--- config.mk ---
export PLATFORM = sky130hd
export DESIGN_NAME = alu_seq_param_flat
export DESIGN_NICKNAME = d
export VERILOG_FILES = /design/src/rtl/alu_seq_param_if.sv /design/src/rtl/alu_seq_param.sv /design/src/flat_wrapper.sv
export SDC_FILE = /design/constraint.sdc
export NUM_CORES = 1
export LEC_CHECK = 0
export CORE_MARGIN = 1.5
export CORE_UTILIZATION = 46
export DETAILED_ROUTE_END_ITERATION = 8
export PLACE_DENSITY = 0.67
export SYNTH_ARGS = -nofsm -noshare
export SYNTH_HDL_FRONTEND = slang
export SYNTH_SLANG_ARGS = --single-unit
--- constraint.sdc ---
create_clock -name clk -period 3.4 [get_ports clk]
set_input_delay 0.68 -clock clk [delete_from_list [all_inputs] [get_ports clk]]
set_output_delay 0.68 -clock clk [all_outputs]
set_load 0.05 [all_outputs]
--- src/rtl/alu_seq_param_if.sv ---
// Issue/result bundle for alu_seq_param: the controller drives start/mode/operands, the ALU returns results.
// Port ovf exists only when ALU_SEQ_OVF_EN is defined.
interface alu_seq_param_if #(
  parameter int WIDTH = 8
);
  logic               start;
  logic [2:0]         mode;
  logic [WIDTH-1:0]   a;
  logic [WIDTH-1:0]   b;
  logic [WIDTH-1:0]   op1;
  logic [WIDTH-1:0]   op2;
  logic [2*WIDTH-1:0] op3;
  logic               done;
  logic               busy;
  logic               div_by_zero;
`ifdef ALU_SEQ_OVF_EN
  logic               ovf;
`endif

  modport master (
    output start, mode, a, b,
`ifdef ALU_SEQ_OVF_EN
    input  ovf,
`endif
    input  op1, op2, op3, done, busy, div_by_zero
  );

  modport slave (
    input  start, mode, a, b,
`ifdef ALU_SEQ_OVF_EN
    output ovf,
`endif
    output op1, op2, op3, done, busy, div_by_zero
  );
endinterface

--- src/rtl/alu_seq_param.sv ---
// Multi-cycle parametrised ALU: single-cycle logic ops, shift-add MUL and restoring DIV over WIDTH steps.
// Optional signed-overflow output enabled by defining ALU_SEQ_OVF_EN.
module alu_seq_param #(
  parameter int WIDTH = 8
) (
  input  logic          clk,
  input  logic          rst,
  alu_seq_param_if.slave bus
);
  localparam int CW = $clog2(WIDTH + 1);

  localparam logic [2:0] MODE_ADD = 3'b000;
  localparam logic [2:0] MODE_SUB = 3'b001;
  localparam logic [2:0] MODE_AND = 3'b010;
  localparam logic [2:0] MODE_OR  = 3'b011;
  localparam logic [2:0] MODE_MUL = 3'b100;
  localparam logic [2:0] MODE_DIV = 3'b101;
  localparam logic [2:0] MODE_XOR = 3'b110;
  localparam logic [2:0] MODE_CMP = 3'b111;

  typedef enum logic [1:0] {IDLE, ITER, FIN} state_t;

  state_t             state_reg, state_next;
  logic               accept;

  logic [WIDTH-1:0]   a_reg, b_reg;
  logic [2:0]         mode_reg;
  logic [CW-1:0]      cnt_reg;
  logic [WIDTH-1:0]   hi_reg, lo_reg;
  logic [WIDTH-1:0]   hi_next, lo_next;

  logic [WIDTH-1:0]   op1_reg, op2_reg;
  logic [2*WIDTH-1:0] op3_reg;
  logic               done_reg, dbz_reg;

  logic [WIDTH-1:0]   res_op1, res_op2;
  logic [2*WIDTH-1:0] res_op3;
  logic               res_dbz;

  logic [WIDTH:0]     add_sum, sub_diff, mul_sum, div_trial, div_diff;

  // ---------------- FSM state register ----------------
  always_ff @(posedge clk) begin
    if (rst) state_reg <= IDLE;
    else     state_reg <= state_next;
  end

  // ---------------- FSM next state ----------------
  always_comb begin
    state_next = state_reg;
    accept     = 1'b0;
    case (state_reg)
      IDLE: begin
        if (bus.start) begin
          accept = 1'b1;
          if (bus.mode == MODE_MUL || (bus.mode == MODE_DIV && bus.b != '0))
            state_next = ITER;
          else
            state_next = FIN;
        end
      end
      ITER:    if (cnt_reg == CW'(WIDTH - 1)) state_next = FIN;
      FIN:     state_next = IDLE;
      default: state_next = IDLE;
    endcase
  end

  // ---------------- one MUL / DIV iteration ----------------
  // hi/lo hold {partial product, multiplier} for MUL and {remainder, dividend->quotient} for DIV.
  always_comb begin
    mul_sum   = {1'b0, hi_reg} + (lo_reg[0] ? {1'b0, a_reg} : '0);
    div_trial = {hi_reg, lo_reg[WIDTH-1]};
    div_diff  = div_trial - {1'b0, b_reg};
    hi_next   = hi_reg;
    lo_next   = lo_reg;
    if (mode_reg == MODE_MUL) begin
      hi_next = mul_sum[WIDTH:1];
      lo_next = {mul_sum[0], lo_reg[WIDTH-1:1]};
    end else if (!div_diff[WIDTH]) begin
      hi_next = div_diff[WIDTH-1:0];
      lo_next = {lo_reg[WIDTH-2:0], 1'b1};
    end else begin
      hi_next = div_trial[WIDTH-1:0];
      lo_next = {lo_reg[WIDTH-2:0], 1'b0};
    end
  end

  // ---------------- result selection ----------------
  always_comb begin
    add_sum  = {1'b0, a_reg} + {1'b0, b_reg};
    sub_diff = {1'b0, a_reg} - {1'b0, b_reg};
    res_op1  = '0;
    res_op2  = '0;
    res_op3  = '0;
    res_dbz  = 1'b0;
    case (mode_reg)
      MODE_ADD: begin
        res_op1    = add_sum[WIDTH-1:0];
        res_op2[0] = add_sum[WIDTH];
        res_op3    = {{(WIDTH-1){1'b0}}, add_sum};
      end
      MODE_SUB: begin
        res_op1    = sub_diff[WIDTH-1:0];
        res_op2[0] = sub_diff[WIDTH];
        res_op3    = {{WIDTH{1'b0}}, sub_diff[WIDTH-1:0]};
      end
      MODE_AND: begin
        res_op1 = a_reg & b_reg;
        res_op3 = {{WIDTH{1'b0}}, res_op1};
      end
      MODE_OR: begin
        res_op1 = a_reg | b_reg;
        res_op3 = {{WIDTH{1'b0}}, res_op1};
      end
      MODE_XOR: begin
        res_op1 = a_reg ^ b_reg;
        res_op3 = {{WIDTH{1'b0}}, res_op1};
      end
      MODE_MUL: begin
        res_op1 = lo_reg;
        res_op2 = hi_reg;
        res_op3 = {hi_reg, lo_reg};
      end
      MODE_DIV: begin
        if (b_reg == '0) begin
          res_op1 = '1;
          res_op2 = a_reg;
          res_op3 = {a_reg, {WIDTH{1'b1}}};
          res_dbz = 1'b1;
        end else begin
          res_op1 = lo_reg;
          res_op2 = hi_reg;
          res_op3 = {hi_reg, lo_reg};
        end
      end
      MODE_CMP: begin
        res_op1      = (a_reg > b_reg) ? a_reg : b_reg;
        res_op2[2:0] = {a_reg > b_reg, a_reg == b_reg, a_reg < b_reg};
        res_op3      = {{WIDTH{1'b0}}, res_op1};
      end
      default: ;
    endcase
  end

  // ---------------- datapath and result registers ----------------
  always_ff @(posedge clk) begin
    if (rst) begin
      a_reg    <= '0;
      b_reg    <= '0;
      mode_reg <= '0;
      cnt_reg  <= '0;
      hi_reg   <= '0;
      lo_reg   <= '0;
      op1_reg  <= '0;
      op2_reg  <= '0;
      op3_reg  <= '0;
      done_reg <= 1'b0;
      dbz_reg  <= 1'b0;
    end else begin
      done_reg <= 1'b0;
      if (accept) begin
        a_reg    <= bus.a;
        b_reg    <= bus.b;
        mode_reg <= bus.mode;
        cnt_reg  <= '0;
        hi_reg   <= '0;
        lo_reg   <= (bus.mode == MODE_MUL) ? bus.b : bus.a;
      end
      if (state_reg == ITER) begin
        cnt_reg <= cnt_reg + CW'(1);
        hi_reg  <= hi_next;
        lo_reg  <= lo_next;
      end
      if (state_reg == FIN) begin
        done_reg <= 1'b1;
        op1_reg  <= res_op1;
        op2_reg  <= res_op2;
        op3_reg  <= res_op3;
        dbz_reg  <= res_dbz;
      end
    end
  end

`ifdef ALU_SEQ_OVF_EN
  logic ovf_reg, res_ovf;

  // Signed overflow: operands' sign bits vs. result sign bit.
  always_comb begin
    res_ovf = 1'b0;
    case (mode_reg)
      MODE_ADD: res_ovf = (a_reg[WIDTH-1] == b_reg[WIDTH-1]) && (add_sum[WIDTH-1] != a_reg[WIDTH-1]);
      MODE_SUB: res_ovf = (a_reg[WIDTH-1] != b_reg[WIDTH-1]) && (sub_diff[WIDTH-1] != a_reg[WIDTH-1]);
      MODE_MUL: res_ovf = (hi_reg != '0);
      default:  res_ovf = 1'b0;
    endcase
  end

  always_ff @(posedge clk) begin
    if (rst)                    ovf_reg <= 1'b0;
    else if (state_reg == FIN)  ovf_reg <= res_ovf;
  end

  assign bus.ovf = ovf_reg;
`endif

  assign bus.op1         = op1_reg;
  assign bus.op2         = op2_reg;
  assign bus.op3         = op3_reg;
  assign bus.done        = done_reg;
  assign bus.busy        = (state_reg != IDLE);
  assign bus.div_by_zero = dbz_reg;
endmodule

--- src/flat_wrapper.sv ---
// flat-port wrapper written by rule: the top's interface ports become plain ports
module alu_seq_param_flat 
#(
  parameter int WIDTH = 8
)
  (clk, rst, bus_start, bus_mode, bus_a, bus_b, bus_op1, bus_op2, bus_op3, bus_done, bus_busy, bus_div_by_zero);
  alu_seq_param_if #(.WIDTH(WIDTH)) bus_i ();
  input  logic clk;
  input  logic rst;
  input wire logic [$bits(bus_i.start)-1:0] bus_start;
  input wire logic [$bits(bus_i.mode)-1:0] bus_mode;
  input wire logic [$bits(bus_i.a)-1:0] bus_a;
  input wire logic [$bits(bus_i.b)-1:0] bus_b;
  output wire logic [$bits(bus_i.op1)-1:0] bus_op1;
  output wire logic [$bits(bus_i.op2)-1:0] bus_op2;
  output wire logic [$bits(bus_i.op3)-1:0] bus_op3;
  output wire logic [$bits(bus_i.done)-1:0] bus_done;
  output wire logic [$bits(bus_i.busy)-1:0] bus_busy;
  output wire logic [$bits(bus_i.div_by_zero)-1:0] bus_div_by_zero;
  assign bus_i.start = bus_start;
  assign bus_i.mode = bus_mode;
  assign bus_i.a = bus_a;
  assign bus_i.b = bus_b;
  assign bus_op1 = bus_i.op1;
  assign bus_op2 = bus_i.op2;
  assign bus_op3 = bus_i.op3;
  assign bus_done = bus_i.done;
  assign bus_busy = bus_i.busy;
  assign bus_div_by_zero = bus_i.div_by_zero;
  alu_seq_param #(.WIDTH(WIDTH)) u_core (.clk(clk), .rst(rst), .bus(bus_i));
endmodule
==> flow_summary.toml <==
[status]
run_status = "complete, no violations"

[cells_and_area]
drive_above_1_share_pct = 6.356
area_growth_pct = 16.44
insertedDiodeCount = 0
nNetsFinal = 770
largest_reg_flops = 16

[route]
dr.pass1.iters = 6
post_drt_wl_per_cell_um = 19.41
drtAntennaViolNets = 0
routed_wl_um = 16460
drc = 0
dr_total_vias = 5256
drtIter0Drc = 599
vias_per_cell = 6.198

[setup_path]
crit_top_cell = "inv_1"
slowest_stage = "o211ai_2"
start_kind = "register"
reg2reg_from = "u_core.a_reg[4]$_SDFFE_PP0P_"
crit_buf_inv = 2
critical_path_required_ns = 3.64
worst-path-max-fanout = 17
ff2ff_setup_slack_ns = 0.57
r2r_end = "u_core.bus.op3[5]$_SDFFE_PP0P_"
crit_type = "reg -> reg"
worstPathCellList = "inv_1 > ha_1 > inv_1 > a211o_1 > o211ai_2 > and3_1 > o21ai_1 > a2111oi_2"
reg2regPathDepth = 8
critPathMaxStageDelay_ns = 0.56
cp-end-kind = "register"
critPathTopFamily = "compound AO/OA/AOI/OAI gates"
arrival_ns = 3.07

[clocking]
cts_tree = "done"
clockRootBuffer = "clkbuf_16"
cts_buffer_depth = 2
cts_max_level = 3
cts_buffers = 9
cts.sinks = 67
cts_setup_buffers = 0
clkLatencyLatePin_ns = 0.34
cts-hold-fix-buffers = 0
clk_pin_slew_ns = 0.06
cts-resized-gates = 0

[placement]
dp_hpwl_um = 12460
place_ws_ns = 0.5953
io_buffers = 56
gp_congestion = 0.9476

[min_path]
min_path_cells = 2
hold_class = "reg -> reg"
hold_start = "u_core.bus.op2[2]$_SDFFE_PP0P_"
min_to = "u_core.bus.op2[2]$_SDFFE_PP0P_"

[global_routing]
overflow = 0
grt_pass1_wl_um = 25630
gr-usage-all-layers_pct = 28.48
antenna_found_initial = 0
grt_pass1_vias = 4794
grt_max_degree = 58

[power]
power_density_nw_per_um2 = 434.5
cellLeakagePower_nw = 2.302
ir_drop_v = 0.0003168

[yosys]
ys_types = 70
synth_top_area_cell = "dfxtp_1"
yosys_warnings = 0
synth_seq_cells = 67
synth_edf_count = 0
ys.flop_type = "dfxtp_1"
postSynthAreaPerCell_um2 = 7.743
yosys-top-cells-area = "dfxtp_1 26%, ha_1 9.8%, a21oi_1 6.4%"
syn_area_um2 = 5250
syn_nets = 745
synth-seq-area-share_pct = 25.55
synthArstFlopShare_pct = 0
synth_commonest_cells = "77 x nand2_1, 67 x a21oi_1, 67 x dfxtp_1"
synth_cells = 678
yosys.cell_count.top_type = "nand2_1"
yosysTopAreaCellShare_pct = 25.55

[run]
cap_violations = 0

[timing]
worstMarginPinSlew_ns = 1.032
finalSetupViolCount = 0
setup_tns_ns = 0
fmax_mhz = 353.6
fin_crit_sh_pct = 83.17
worst_slack_ns = 0.5721
slew_violations = 0
slew-limit-headroom_pct = 31.19
clock_skew_ns = 0.01047
rsz0062_at_grt = "no"
period_needed_ns = 2.828
hold_viol = 0

[floorplan]
die_y_um = 109.8
rows = 38
dieArea_um2 = 12060
io_pins = 57
coreArea_um2 = 10980
dieWidth_um = 109.8
start_util_pct = 47.80
==> cell families (layout without fill, tap and decap cells) <==
group / Yosys count / in the layout / share of synthesized area, %
AND/OR/NAND/NOR: 227 / 227 / 21.19
adder cells (fa/ha/maj): 45 / 45 / 11.30
flip-flops: 67 / 67 / 25.55
multiplexers: 28 / 28 / 5.362
buffers and inverters: 84 / 114 / 7.149
XOR/XNOR: 17 / 17 / 2.836
AO/OA/AOI/OAI: 210 / 210 / 26.62
==> worst reg2reg max path, delay by kind of cell (launching register included) <==
| family | cells | cell delay, ns |
|---|---|---|
| AOI/OAI and AO/OA | 4 | 1.31 |
| adders and majority gates | 1 | 0.53 |
| and+or+nand+nor | 1 | 0.25 |
| DFF | 1 | 0.42 |
| buffers and inverters | 2 | 0.22 |
==> metal layers <==
layer	wire (µm)	part of all wire [%]	track usage, %	vias to the layer above
met5	0	0	0	-
met4	503	3.1	11.13	0
met3	1277	7.8	6.639	38
met2	7321	44	42.81	242
met1	7354	45	39.18	2472
li1	-	-	-	2504
==> per-stage QoR <==
stage,hold WS (ns),area [µm²],power (mW),util (%),cells
floorplan,0.4436,5250,1.472,-,678
global placement,0.4501,5807,1.670,52.87,832
detailed placement,0.4540,5807,1.679,52.87,832
CTS,0.4625,6113,2.647,55.66,848
global route,0.4867,6113,2.768,55.66,848
finish,0.4626,6113,2.657,55.66,848
==> report_power, final <==
group | switching [mW] | internal [mW] | leakage, nW
sequential | 0.0619 | 0.830 | 0.547
clock | 0.396 | 0.579 | 0.147
combinational | 0.496 | 0.293 | 1.61
==> final cells by class <==
cell class              count  area [µm²]
well taps                 140       175.2
flip-flops and latches     67        1341
inverters                  31       116.4
multi-input cells         527        3536
fillers                  1039        4870
repair buffers             67       638.1
clock inverters             7       81.33
clock buffers               9       225.2
==> worst max-delay path by stage <==
stage                                 start                             end  depth (start not counted)
2_1_floorplan  u_core.b_reg[0]$_SDFFE_PP0P_   u_core.hi_reg[0]$_SDFFE_PP0P_                         10
3_3_place_gp   u_core.b_reg[5]$_SDFFE_PP0P_  u_core.bus.op3[5]$_SDFFE_PP0P_                          8
3_5_place_dp   u_core.a_reg[4]$_SDFFE_PP0P_  u_core.bus.op3[5]$_SDFFE_PP0P_                          8
4_1_cts        u_core.b_reg[5]$_SDFFE_PP0P_  u_core.bus.op3[5]$_SDFFE_PP0P_                          8
5_1_grt        u_core.b_reg[5]$_SDFFE_PP0P_  u_core.bus.op3[5]$_SDFFE_PP0P_                          8
6_report       u_core.a_reg[4]$_SDFFE_PP0P_  u_core.bus.op3[5]$_SDFFE_PP0P_                          8
==> layout by cell type (no fill, tap or decap), drive strengths merged, types with 9 or more instances in the layout <==
cell type	netlist	layout
a211oi	13	13
a21oi	68	68
and2	9	9
and3	12	12
buf	23	12
clkbuf	30	9
clkdlybuf4s50	0	55
dfxtp	67	67
ha	41	41
inv	31	35
mux2i	27	27
nand2	77	77
nand3	18	18
nor2	51	51
nor2b	12	12
o21a	13	13
o21ai	30	30
o22ai	12	12
xnor2	11	11
No activity file was read; power rests on OpenSTA's default activity.
